[src/rtl/matrix_pkg.sv]
// Shared types and constants for the matrix storage port and its requesters.
package matrix_pkg;

    typedef enum logic [1:0] {
        IDLE  = 2'd0,
        GRANT = 2'd1,
        DRAIN = 2'd2
    } arb_state_t;

    localparam int unsigned MAX_ELEMS   = 25;
    localparam int unsigned MATRIX_ID_W = 4;
    localparam int unsigned ELEM_IDX_W  = 5;

    localparam int unsigned REQ_PARSER = 0;
    localparam int unsigned REQ_RAND   = 1;
    localparam int unsigned REQ_LOAD   = 2;
    localparam int unsigned REQ_FMT    = 3;

endpackage

[src/rtl/storage_port_arbiter_if.sv]
// Requester-side and storage-side signals of the shared matrix storage port.
interface storage_port_arbiter_if #(
    parameter int unsigned NUM_REQ = 4,
    parameter int unsigned ADDR_W  = 9,
    parameter int unsigned DATA_W  = 8
);
    logic [NUM_REQ-1:0]        req;
    logic [NUM_REQ-1:0]        acc_en;
    logic [NUM_REQ-1:0]        acc_we;
    logic [NUM_REQ*ADDR_W-1:0] acc_addr;
    logic [NUM_REQ*DATA_W-1:0] acc_wdata;
    logic [NUM_REQ-1:0]        gnt;
    logic [DATA_W-1:0]         rdata;
    logic [NUM_REQ-1:0]        rvalid;
    logic                      mem_en;
    logic                      mem_we;
    logic [ADDR_W-1:0]         mem_addr;
    logic [DATA_W-1:0]         mem_wdata;
    logic [DATA_W-1:0]         mem_rdata;

    // Requesters plus storage model.
    modport master (
        output req, acc_en, acc_we, acc_addr, acc_wdata, mem_rdata,
        input  gnt, rdata, rvalid, mem_en, mem_we, mem_addr, mem_wdata
    );

    // The arbiter.
    modport slave (
        input  req, acc_en, acc_we, acc_addr, acc_wdata, mem_rdata,
        output gnt, rdata, rvalid, mem_en, mem_we, mem_addr, mem_wdata
    );

endinterface

[src/rtl/storage_port_arbiter_rr_pick.sv]
// Rotating priority encoder: first set request at or after ptr_i, wrapping around.
module storage_port_arbiter_rr_pick #(
    parameter int unsigned NUM_REQ = 4,
    localparam int unsigned IDX_W  = (NUM_REQ > 1) ? $clog2(NUM_REQ) : 1
) (
    input  logic [NUM_REQ-1:0] req_i,
    input  logic [IDX_W-1:0]   ptr_i,
    output logic [NUM_REQ-1:0] pick_o,
    output logic [IDX_W-1:0]   pick_idx_o,
    output logic               valid_o
);

    always_comb begin
        logic        found;
        int unsigned j;
        pick_o     = '0;
        pick_idx_o = '0;
        found      = 1'b0;
        j          = 0;
        for (int unsigned k = 0; k < NUM_REQ; k++) begin
            j = (32'(ptr_i) + k) % NUM_REQ;
            if (!found && req_i[j]) begin
                found      = 1'b1;
                pick_o[j]  = 1'b1;
                pick_idx_o = IDX_W'(j);
            end
        end
        valid_o = found;
    end

endmodule

[src/rtl/storage_port_arbiter.sv]
// Round-robin, burst-locked arbiter for the single matrix storage port.
// Define STORAGE_ARB_FIXED_PRIO_EN for fixed lowest-index-wins priority.
module storage_port_arbiter
    import matrix_pkg::*;
#(
    parameter int unsigned NUM_REQ      = 4,
    parameter int unsigned ADDR_W       = MATRIX_ID_W + ELEM_IDX_W,
    parameter int unsigned DATA_W       = 8,
    parameter int unsigned MAX_BURST    = MAX_ELEMS,
    parameter int unsigned IDLE_TIMEOUT = 64
) (
    input  logic                  clk,
    input  logic                  rst,
    storage_port_arbiter_if.slave bus,
    output logic                  busy,
    output logic                  err_illegal,
    output logic                  err_timeout
);

    localparam int unsigned IDX_W = (NUM_REQ > 1) ? $clog2(NUM_REQ) : 1;
    localparam int unsigned CNT_W = $clog2(MAX_BURST + 1);
    localparam int unsigned TMO_W = $clog2(IDLE_TIMEOUT + 1);

    arb_state_t         state_q, state_d;
    logic [NUM_REQ-1:0] gnt_q, gnt_d;
    logic [IDX_W-1:0]   owner_q, owner_d;
    logic [IDX_W-1:0]   rr_ptr_q, rr_ptr_d;
    logic [CNT_W-1:0]   burst_q, burst_d;
    logic [TMO_W-1:0]   idle_q, idle_d;
    logic               rd_pend_q, rd_pend_d;
    logic [IDX_W-1:0]   rd_owner_q, rd_owner_d;
    logic               err_illegal_q, err_illegal_d;
    logic               err_timeout_q, err_timeout_d;

    logic [NUM_REQ-1:0] pick;
    logic [IDX_W-1:0]   pick_idx;
    logic               pick_valid;
    logic [NUM_REQ-1:0] owner_mask;
    logic               owner_en;
    logic               illegal;

    storage_port_arbiter_rr_pick #(
        .NUM_REQ (NUM_REQ)
    ) u_rr_pick (
        .req_i      (bus.req),
        .ptr_i      (rr_ptr_q),
        .pick_o     (pick),
        .pick_idx_o (pick_idx),
        .valid_o    (pick_valid)
    );

    assign owner_mask = NUM_REQ'(1) << owner_q;
    // gnt_q is zero outside GRANT, so owner strobes in IDLE/DRAIN are dropped here.
    assign owner_en   = |(gnt_q & bus.acc_en);
    assign illegal    = (state_q != IDLE) && |(bus.acc_en & ~owner_mask);

    always_comb begin
        bus.mem_en    = 1'b0;
        bus.mem_we    = 1'b0;
        bus.mem_addr  = '0;
        bus.mem_wdata = '0;
        if (owner_en) begin
            bus.mem_en    = 1'b1;
            bus.mem_we    = bus.acc_we[owner_q];
            bus.mem_addr  = bus.acc_addr[32'(owner_q) * ADDR_W +: ADDR_W];
            bus.mem_wdata = bus.acc_wdata[32'(owner_q) * DATA_W +: DATA_W];
        end
    end

    always_comb begin
        logic hit_burst;
        logic hit_idle;
        logic dropped;
        state_d       = state_q;
        gnt_d         = gnt_q;
        owner_d       = owner_q;
        rr_ptr_d      = rr_ptr_q;
        burst_d       = burst_q;
        idle_d        = idle_q;
        rd_pend_d     = owner_en && !bus.acc_we[owner_q];
        rd_owner_d    = owner_q;
        err_illegal_d = illegal;
        err_timeout_d = 1'b0;
        hit_burst     = 1'b0;
        hit_idle      = 1'b0;
        dropped       = 1'b0;

        unique case (state_q)
            IDLE: begin
                if (pick_valid) begin
                    state_d = GRANT;
                    gnt_d   = pick;
                    owner_d = pick_idx;
                    burst_d = '0;
                    idle_d  = '0;
                end
            end
            GRANT: begin
                burst_d   = burst_q + CNT_W'(owner_en);
                idle_d    = owner_en ? '0 : idle_q + TMO_W'(1);
                hit_burst = (burst_d == CNT_W'(MAX_BURST));
                hit_idle  = (idle_d == TMO_W'(IDLE_TIMEOUT));
                dropped   = !bus.req[owner_q];
                if (hit_burst || hit_idle || dropped) begin
                    state_d       = DRAIN;
                    gnt_d         = '0;
                    err_timeout_d = hit_idle;
                end
            end
            DRAIN: begin
                state_d = IDLE;
                burst_d = '0;
                idle_d  = '0;
`ifdef STORAGE_ARB_FIXED_PRIO_EN
                rr_ptr_d = '0;
`else
                rr_ptr_d = (32'(owner_q) == NUM_REQ - 1) ? '0 : owner_q + IDX_W'(1);
`endif
            end
            default: begin
                state_d = IDLE;
                gnt_d   = '0;
            end
        endcase
    end

    always_ff @(posedge clk) begin
        if (rst) begin
            state_q       <= IDLE;
            gnt_q         <= '0;
            owner_q       <= '0;
            rr_ptr_q      <= '0;
            burst_q       <= '0;
            idle_q        <= '0;
            rd_pend_q     <= 1'b0;
            rd_owner_q    <= '0;
            err_illegal_q <= 1'b0;
            err_timeout_q <= 1'b0;
        end else begin
            state_q       <= state_d;
            gnt_q         <= gnt_d;
            owner_q       <= owner_d;
            rr_ptr_q      <= rr_ptr_d;
            burst_q       <= burst_d;
            idle_q        <= idle_d;
            rd_pend_q     <= rd_pend_d;
            rd_owner_q    <= rd_owner_d;
            err_illegal_q <= err_illegal_d;
            err_timeout_q <= err_timeout_d;
        end
    end

    // Storage returns read data one cycle after the access, so route it straight through.
    assign bus.rdata  = rd_pend_q ? bus.mem_rdata : '0;
    assign bus.rvalid = rd_pend_q ? (NUM_REQ'(1) << rd_owner_q) : '0;
    assign bus.gnt    = gnt_q;

    assign busy        = (state_q != IDLE);
    assign err_illegal = err_illegal_q;
    assign err_timeout = err_timeout_q;

endmodule
[src/flat_wrapper.sv]
// flat-port wrapper written by rule: the top's interface ports become plain ports
module storage_port_arbiter_flat import matrix_pkg::*;
#(
    parameter int unsigned NUM_REQ      = 4,
    parameter int unsigned ADDR_W       = MATRIX_ID_W + ELEM_IDX_W,
    parameter int unsigned DATA_W       = 8,
    parameter int unsigned MAX_BURST    = MAX_ELEMS,
    parameter int unsigned IDLE_TIMEOUT = 64
)
  (clk, rst, busy, err_illegal, err_timeout, bus_req, bus_acc_en, bus_acc_we, bus_acc_addr, bus_acc_wdata, bus_mem_rdata, bus_gnt, bus_rdata, bus_rvalid, bus_mem_en, bus_mem_we, bus_mem_addr, bus_mem_wdata);
  storage_port_arbiter_if #(.NUM_REQ(NUM_REQ), .ADDR_W(ADDR_W), .DATA_W(DATA_W)) bus_i ();
  input  logic clk;
  input  logic rst;
  output logic busy;
  output logic err_illegal;
  output logic err_timeout;
  input wire logic [$bits(bus_i.req)-1:0] bus_req;
  input wire logic [$bits(bus_i.acc_en)-1:0] bus_acc_en;
  input wire logic [$bits(bus_i.acc_we)-1:0] bus_acc_we;
  input wire logic [$bits(bus_i.acc_addr)-1:0] bus_acc_addr;
  input wire logic [$bits(bus_i.acc_wdata)-1:0] bus_acc_wdata;
  input wire logic [$bits(bus_i.mem_rdata)-1:0] bus_mem_rdata;
  output wire logic [$bits(bus_i.gnt)-1:0] bus_gnt;
  output wire logic [$bits(bus_i.rdata)-1:0] bus_rdata;
  output wire logic [$bits(bus_i.rvalid)-1:0] bus_rvalid;
  output wire logic [$bits(bus_i.mem_en)-1:0] bus_mem_en;
  output wire logic [$bits(bus_i.mem_we)-1:0] bus_mem_we;
  output wire logic [$bits(bus_i.mem_addr)-1:0] bus_mem_addr;
  output wire logic [$bits(bus_i.mem_wdata)-1:0] bus_mem_wdata;
  assign bus_i.req = bus_req;
  assign bus_i.acc_en = bus_acc_en;
  assign bus_i.acc_we = bus_acc_we;
  assign bus_i.acc_addr = bus_acc_addr;
  assign bus_i.acc_wdata = bus_acc_wdata;
  assign bus_i.mem_rdata = bus_mem_rdata;
  assign bus_gnt = bus_i.gnt;
  assign bus_rdata = bus_i.rdata;
  assign bus_rvalid = bus_i.rvalid;
  assign bus_mem_en = bus_i.mem_en;
  assign bus_mem_we = bus_i.mem_we;
  assign bus_mem_addr = bus_i.mem_addr;
  assign bus_mem_wdata = bus_i.mem_wdata;
  storage_port_arbiter #(.NUM_REQ(NUM_REQ), .ADDR_W(ADDR_W), .DATA_W(DATA_W), .MAX_BURST(MAX_BURST), .IDLE_TIMEOUT(IDLE_TIMEOUT)) u_core (.clk(clk), .rst(rst), .bus(bus_i), .busy(busy), .err_illegal(err_illegal), .err_timeout(err_timeout));
endmodule
[config.mk]
export PLATFORM = sky130hd
export DESIGN_NAME = storage_port_arbiter_flat
export DESIGN_NICKNAME = d
export VERILOG_FILES = /design/src/rtl/matrix_pkg.sv /design/src/rtl/storage_port_arbiter_if.sv /design/src/rtl/storage_port_arbiter_rr_pick.sv /design/src/rtl/storage_port_arbiter.sv /design/src/flat_wrapper.sv
export SDC_FILE = /design/constraint.sdc
export NUM_CORES = 1
export LEC_CHECK = 0
export CAP_MARGIN = 10
export CORE_UTILIZATION = 42
export CTS_CLUSTER_SIZE = 12
export DETAILED_ROUTE_END_ITERATION = 6
export PLACE_DENSITY = 0.87
export SLEW_MARGIN = 20
export SYNTH_ARGS = -nofsm -noshare
export SYNTH_HDL_FRONTEND = slang
export SYNTH_SLANG_ARGS = --single-unit
export TNS_END_PERCENT = 10
[constraint.sdc]
create_clock -name clk -period 4.9 [get_ports clk]
set_input_delay 0.735 -clock clk [delete_from_list [all_inputs] [get_ports clk]]
set_output_delay 0.735 -clock clk [all_outputs]
set_load 0.01 [all_outputs]
==> impl_results.md, run 1 <==
* Status: finished clean
* Crit. End Element: output pin
* Row count at 27
* DP Wirelength at between 5000 and 6000 um
* Area share of the largest cell type after synthesis at 22.5%
* Post-synth ARST share at 0%
* Hold EP: u_core.burst_q[0]$_SDFFE_PP0P_
* Ports at approximately 130
* Worst Path Required at around 4.2 ns
* Hold-fix buffers, CTS at 0
* Cts repair resizes at 0
* PortBufs at 127
* Die H at just under 80 um
* Syn avg cell area at 9.37 um^2
* DRT iter0 DRCs at 133
* Reg area at 541 um^2
* Critical path arrival at about 2.7 ns
* WS Path Type: input pin to output pin
* Worst Skew at about 0.0025 ns
* Hold Violations, Final at 0
* Fmax at about 300 MHz
* Met2 routed WL at around 3800 um
* Root Driver: clkbuf_8
* DRT antenna net count at 0
* Synth Cell Area at ~2400 um^2
* Vias in the first global route at ~2300
* Most common flop cell mapped by yosys: dfxtp_1
* Reg clk slew, reported paths at 0.09 ns
* CTS Buffer Depth at 2
* Max-slew headroom at the worst pin at 32.4%
* GPL Wtd Cong at slightly below 0.9
* Pleak at around 1.3 nW
* DRC at 0
* Final slew viol count at 0
* Area delta synth->final at 57.0%
* Max-cap violations at 0
* Register area share after synthesis at between 20% and 30%
* Initial antenna violation count at 0
* Final Util at 68.4%
* Final worst slack at 1.50 ns
* Vias at around 2500
* Final wirelength at 7230 um
* Final setup fails at 0
* Routed wl met3 at 364 um
* Tcrit/Tclk final at between 60% and 70%
* Distinct cells, synth at 49
* Startpoint Class: input pin
* Gr ovfl total at 0
* Finished Layout Cells at 450
* Worst vdd ir at 0.114 mV
* RSZ-0062 raised after global routing: false
* Reg2Reg Setup Slack at 1.61 ns
* Worst skew pair latency at between 0.2 and 0.3 ns
* Post-synth top cells: dfxtp_1, mux4_2, nor2_1, nor2b_1, nand2_1
* Mapped Cells at 256
* Yosys reg bits at 27
* Min Tclk post-route at about 3.4 ns
* Hold Path Stages at 2
* Multi-input logic area at 1750 um^2
* N_diodes at 0
* Die width at roughly 78 um
* Nets@finish at 482
* Die ar. at ~6000 um^2
* Tot GR Track Use at a little under a quarter
* First-pass GRT wire length at roughly 11000 um
* Fill cells at around 450
* RR Startpoint: u_core.rr_ptr_q[0]$_SDFFE_PP0P_
* Actual transition at the worst max-transition pin at 1.01 ns
* CP max FO at 12
* Hold_sp: u_core.burst_q[0]$_SDFFE_PP0P_
* Placed insts at ~450
* Starting Density at between 40 and 50%
* FF-to-FF End: u_core.idle_q[2]$_SDFFE_PP0P_
* Share of cells above drive strength 1 at 10.3%
* Worst hold path class: flop to flop
* Core area at 5510 um^2
* Synth Warn # at 0
* Largest net degree at the start of global routing at 23
* Post CTS Setup Buffer Count at 0
* Dpl ws at approximately 1.3 ns
* Path depth of the worst reg2reg path at 7
* Drt first pass iters at 5
* CTS Sinks at 27
* Routed length per instance at between 15 and 20 um
* M1 wire length at ~3000 um
* Count leader, synth: dfxtp_1
* CTS tree: built
* Final Power at just under 0.9 mW
* Total negative slack at 0 ns
* Top Metal Used: met4
* Vias per cell at ~5.5
* Number of synthesized flops with an enable pin at 0
* H-tree depth at 1
* Yosys top cell by area: dfxtp_1
* Largest cells by area after synthesis: dfxtp_1, mux4_2, ha_1
* Post-synth net total at about 360
* Power Dens Cells at 233 nW/um^2
* CTS Buf Count at 3
final cells by class:
cell class	instances	area share (%)
clock buffers	3	1.10
clock inverters	1	0.133
inverters	13	1.30
multi-input cells	205	46.6
flip-flops and latches	27	14.4
well taps	72	2.39
repair buffers	129	34.2
state kept, by name (all words and copies together) (netlist names):
name,cells
u_core.rd_pend_q,1
u_core.idle_q,7
u_core.owner_q,2
u_core.err_timeout,1
u_core.burst_q,5
u_core.rr_ptr_q,2
u_core.err_illegal,1
u_core.bus.gnt,4
u_core.rd_owner_q,2
u_core.state_q,2
power by group:
group	switching, mW	internal (mW)	total (mW)
combinational	0.197	0.279	0.476
clock	0.0686	0.0571	0.126
sequential	0.0363	0.240	0.276
worst max-delay path by stage:
stage	end	slack, ns	depth (start not counted)	from
6_report	bus_mem_addr[0]	1.50	6	bus_acc_en[2]
5_1_grt	bus_mem_addr[4]	1.37	6	bus_acc_en[2]
4_1_cts	bus_mem_addr[0]	1.49	6	bus_acc_en[2]
3_5_place_dp	u_core.bus.gnt[0]$_SDFFE_PP0P_	1.30	11	bus_acc_en[2]
3_3_place_gp	u_core.bus.gnt[1]$_SDFFE_PP0P_	1.50	11	bus_acc_en[2]
2_1_floorplan	u_core.idle_q[6]$_SDFFE_PP0P_	1.84	10	u_core.rr_ptr_q[0]$_SDFFE_PP0P_
routing by layer:
metal  track usage, %  vias to the layer above
met2             43.0                       94
met4             5.28                        0
met5                0                        -
met3             3.06                       15
met1             29.7                     1166
li1                 -                     1215
worst max-delay path: stages:
cell             delay [ns]
clkdlybuf4s50_1        0.43
a22oi_1                0.23
and2_1                 0.44
buf_4                  0.27
nor2b_1                0.06
clkdlybuf4s50_1        0.49
through the flow:
| stage | hold WS, ns | cell area (um^2) |
|---|---|---|
| 2_1_floorplan | 0.429 | 2400 |
| 3_3_place_gp | 0.449 | 3720 |
| 3_5_place_dp | 0.450 | 3720 |
| 4_1_cts | 0.471 | 3760 |
| 5_1_grt | 0.493 | 3760 |
| 6_report | 0.469 | 3760 |
cells in the final DEF, fill, tap and decap left out, drive strengths merged, types with 5 or more instances in the layout:
cell / synthesis / final
a221oi: 5 / 5
ha: 13 / 13
xor2: 5 / 5
and2: 10 / 10
a21oi: 5 / 5
nor2b: 22 / 22
o21ai: 18 / 18
mux4: 23 / 23
dfxtp: 27 / 27
nand2: 15 / 15
nor2: 22 / 22
nor3b: 6 / 6
inv: 13 / 13
clkdlybuf4s50: 0 / 127
nand3: 11 / 11
o22ai: 5 / 5
cell families (layout without fill, tap and decap cells):
group	Yosys count	after routing	synth area share (%)
adders and majority gates	13	13	6.78
muxes	27	27	23.5
and+or+nand+nor	102	102	22.9
xor gates and xnor gates	6	6	2.19
AOI/OAI and AO/OA	57	57	17.7
buffers and inverters	24	146	4.38
DFF	27	27	22.5
(Power assumes the default switching activity.)
==> run 2: changes to the inputs <==
Settings changed: CORE_UTILIZATION 42 to 40, PLACE_DENSITY 0.87 to 0.84.
Clock period 4.9 ns to 3.31 ns, I/O delays scaled along.
==> run 2 against run 1 <==
Against the previous run: register-to-register slack worse by 1.2 ns; global-route usage is 0.71 points lower; clock skew is 0.0012 ns higher; non-clock buffer count is 5 higher; routed wire length is 3.4% higher; combinational power is 56% higher; via count is 0.88% higher; worst hold slack better by 0.0014 ns; largest cell class unchanged; largest power group unchanged; highest routed layer unchanged.
==> impl_results.md, run 2 (synthesis gave the netlist of run 1 again) <==
* CTS Buf Count at 3 (unchanged)
* Final slew viol count at 0 (unchanged)
* Reg2Reg Setup Slack at 0.38 ns (was 1.61 ns)
* Final worst slack at 0.380 ns (was 1.50 ns)
* Vias per cell at 5.52 (was 5.53)
* Initial antenna violation count at 0 (unchanged)
* Worst Skew at 0.00370 ns (was 0.00252 ns)
* Final setup fails at 0 (unchanged)
* Seq pwr share at 29.4% (was 31.4%)
* Clock network fraction of design power at 14.9% (was 14.3%)
* Post-Layout Inst Area at 3820 um^2 (was 3760 um^2)
* N_diodes at 0 (unchanged)
* Gr ovfl total at 0 (unchanged)
* Fmax at roughly 340 MHz
* Power Dens Cells at 348 nW/um^2 (was 233 nW/um^2)
* Comb pwr share at 55.7% (was 54.2%)
* Max-slew headroom at the worst pin at 42.9% (was 32.4%)
* Worst hold path class: flop to flop (unchanged)
* Most common cell after layout, fill and taps aside: clkdlybuf4s50_1 (unchanged)
* CP max FO at 11 (was 12)
* H-tree depth at 1 (unchanged)
* Status: finished clean (unchanged)
* Routed wl met3 at 287 um (was 364 um)
* Largest register FFs at 7 (unchanged)
* Area delta synth->final at 59.2% (was 57.0%)
* Die ar. at 6310 um^2 (was 6020 um^2)
* Final wirelength at 7480 um (was 7230 um)
* Min Tclk post-route at approximately 2.9 ns
* DP Wirelength at 6180 um (was 5960 um)
* Final Power at 1.33 mW (was 0.878 mW)
* Most flops, register: u_core.idle_q (unchanged)
* Actual transition at the worst max-transition pin at 0.851 ns (was 1.01 ns)
* Routed length per instance at 16.4 um (was 16.1 um)
* Path depth of the worst reg2reg path at 7 (unchanged)
* Max-cap violations at 0 (unchanged)
* Psw at 0.463 mW (was 0.302 mW)
* PortBufs at 127 (unchanged)
* CTS tree: built (unchanged)
* Tcrit/Tclk final at approximately 89%
* Top Metal Used: met4 (unchanged)
* Most frequent cells in the layout: clkdlybuf4s50_1, dfxtp_1, nor2_1, mux4_2, nor2b_1 (unchanged)
* Hold Path Stages at 2 (unchanged)
* DRT antenna net count at 0 (unchanged)
* Worst vdd ir at 0.222 mV (was 0.114 mV)
* Vias at 2512 (was 2490)
* Final Util at 67.7% (was 68.4%)
* Root Driver: clkbuf_8 (unchanged)
* Share of cells above drive strength 1 at 11.5% (was 10.3%)
* Row count at 27 (unchanged)
* Met2 routed WL at 4070 um (was 3780 um)
* Cts repair resizes at 0 (unchanged)
* RSZ-0062 raised after global routing: false (unchanged)
* Nets@finish at 487 (was 482)
* Largest net degree at the start of global routing at 22 (was 23)
* Switching Fraction at 34.8% (was 34.4%)
* CTS Sinks at 27 (unchanged)
* DRT iter0 DRCs at 110 (was 133)
* Placed insts at 451 (was 446)
* DP Area at 3770 um^2 (was 3720 um^2)
* Tot GR Track Use at 23.0% (was 23.7%)
* GPL Wtd Cong at 0.916 (was 0.875)
* WS Path Type: flop to flop (was input pin to output pin)
* Core area at 5640 um^2 (was 5510 um^2)
* Fill cells at 456 (was 448)
* Vias in the first global route at 2430 (was 2310)
* Dpl ws at 0.313 ns (was 1.30 ns)
* Starting Density at 42.5% (was 43.6%)
* Hold-fix buffers, CTS at 0 (unchanged)
* Ports at 128 (unchanged)
* Setup crit start: u_core.rr_ptr_q[1]$_SDFFE_PP0P_ (was bus_acc_en[2])
* Reg clk slew, reported paths at 0.10 ns (was 0.09 ns)
* CTS Buffer Depth at 2 (unchanged)
* M1 wire length at 3100 um (was 2990 um)
* Critical path arrival at 3.14 ns (was 2.67 ns)
* Post CTS Setup Buffer Count at 0 (unchanged)
* Worst Path Required at 3.52 ns (was 4.16 ns)
* DRC at 0 (unchanged)
* Die H at 79.4 um (was 77.6 um)
* Hold Violations, Final at 0 (unchanged)
* Hold_sp: u_core.burst_q[0]$_SDFFE_PP0P_ (unchanged)
* FF-to-FF End: u_core.idle_q[2]$_SDFFE_PP0P_ (unchanged)
* WHS at 0.470 ns (was 0.469 ns)
* Total negative slack at 0 ns (unchanged)
* Internal cell power at 0.866 mW (was 0.575 mW)
* Drt first pass iters at 4 (was 5)
* Hold EP: u_core.burst_q[0]$_SDFFE_PP0P_ (unchanged)
* Startpoint Class: flop (was input pin)
* First-pass GRT wire length at 11500 um (was 11400 um)
* Finished Layout Cells at 455 (was 450)
* Worst skew pair latency at 0.28 ns (was 0.27 ns)
* Crit. End Element: flop (was output pin)
* Die width at 79.4 um (was 77.6 um)
* RR Startpoint: u_core.rr_ptr_q[1]$_SDFFE_PP0P_ (was u_core.rr_ptr_q[0]$_SDFFE_PP0P_)
* Pleak at 1.36 nW (was 1.34 nW)
-- run 2: cell type report --
| class | instances | area (um^2) | area share (%) |
|---|---|---|---|
| Clock inverter | 1 | 7.51 | 0.197 |
| Timing Repair Buffer | 134 | 1340 | 35.0 |
| Inverter | 13 | 48.8 | 1.28 |
| Multi-Input combinational cell | 205 | 1750 | 45.9 |
| Sequential cell | 27 | 541 | 14.2 |
| Tap cell | 72 | 90.1 | 2.36 |
| Clock buffer | 3 | 41.3 | 1.08 |
-- run 2: routing by layer --
layer / vias to the layer above / GRT usage (%)
li1: 1225 / -
met1: 1221 / 28.8
met2: 64 / 42.2
met3: 2 / 4.23
met4: 0 / 1.82
met5: - / 0
-- run 2: worst max-delay path, stage by stage, from the launching register on --
cell and delay (ns):
dfxtp_1 0.46, inv_1 0.17, ha_1 0.40, mux4_2 0.61, or4_4 0.63, o22ai_4 0.37
o21ai_0 0.14, o21ai_0 0.08
-- run 2: power by group through the flow --
stage | registers [mW] | clock network [mW] | logic, mW
floorplan | 0.395 | 0 | 0.400
detailed placement | 0.399 | 0 | 0.741
CTS | 0.391 | 0.198 | 0.744
global placement | 0.397 | 0 | 0.723
global route | 0.397 | 0.211 | 0.798
finish | 0.391 | 0.198 | 0.741
-- run 2: how the worst max path moves through the flow --
| stage | end | depth (start not counted) |
|---|---|---|
| 6_report | u_core.idle_q[2]$_SDFFE_PP0P_ | 7 |
| 5_1_grt | u_core.idle_q[2]$_SDFFE_PP0P_ | 7 |
| 4_1_cts | u_core.idle_q[2]$_SDFFE_PP0P_ | 7 |
| 3_5_place_dp | u_core.bus.gnt[2]$_SDFFE_PP0P_ | 11 |
| 3_3_place_gp | u_core.bus.gnt[0]$_SDFFE_PP0P_ | 11 |
| 2_1_floorplan | u_core.idle_q[6]$_SDFFE_PP0P_ | 10 |
==> run 3: changes to the inputs <==
Settings changed: CTS_CLUSTER_DIAMETER set to 50.
==> results of run 3 <==
Final layout, timing and power as in run 2 (identical DEF).
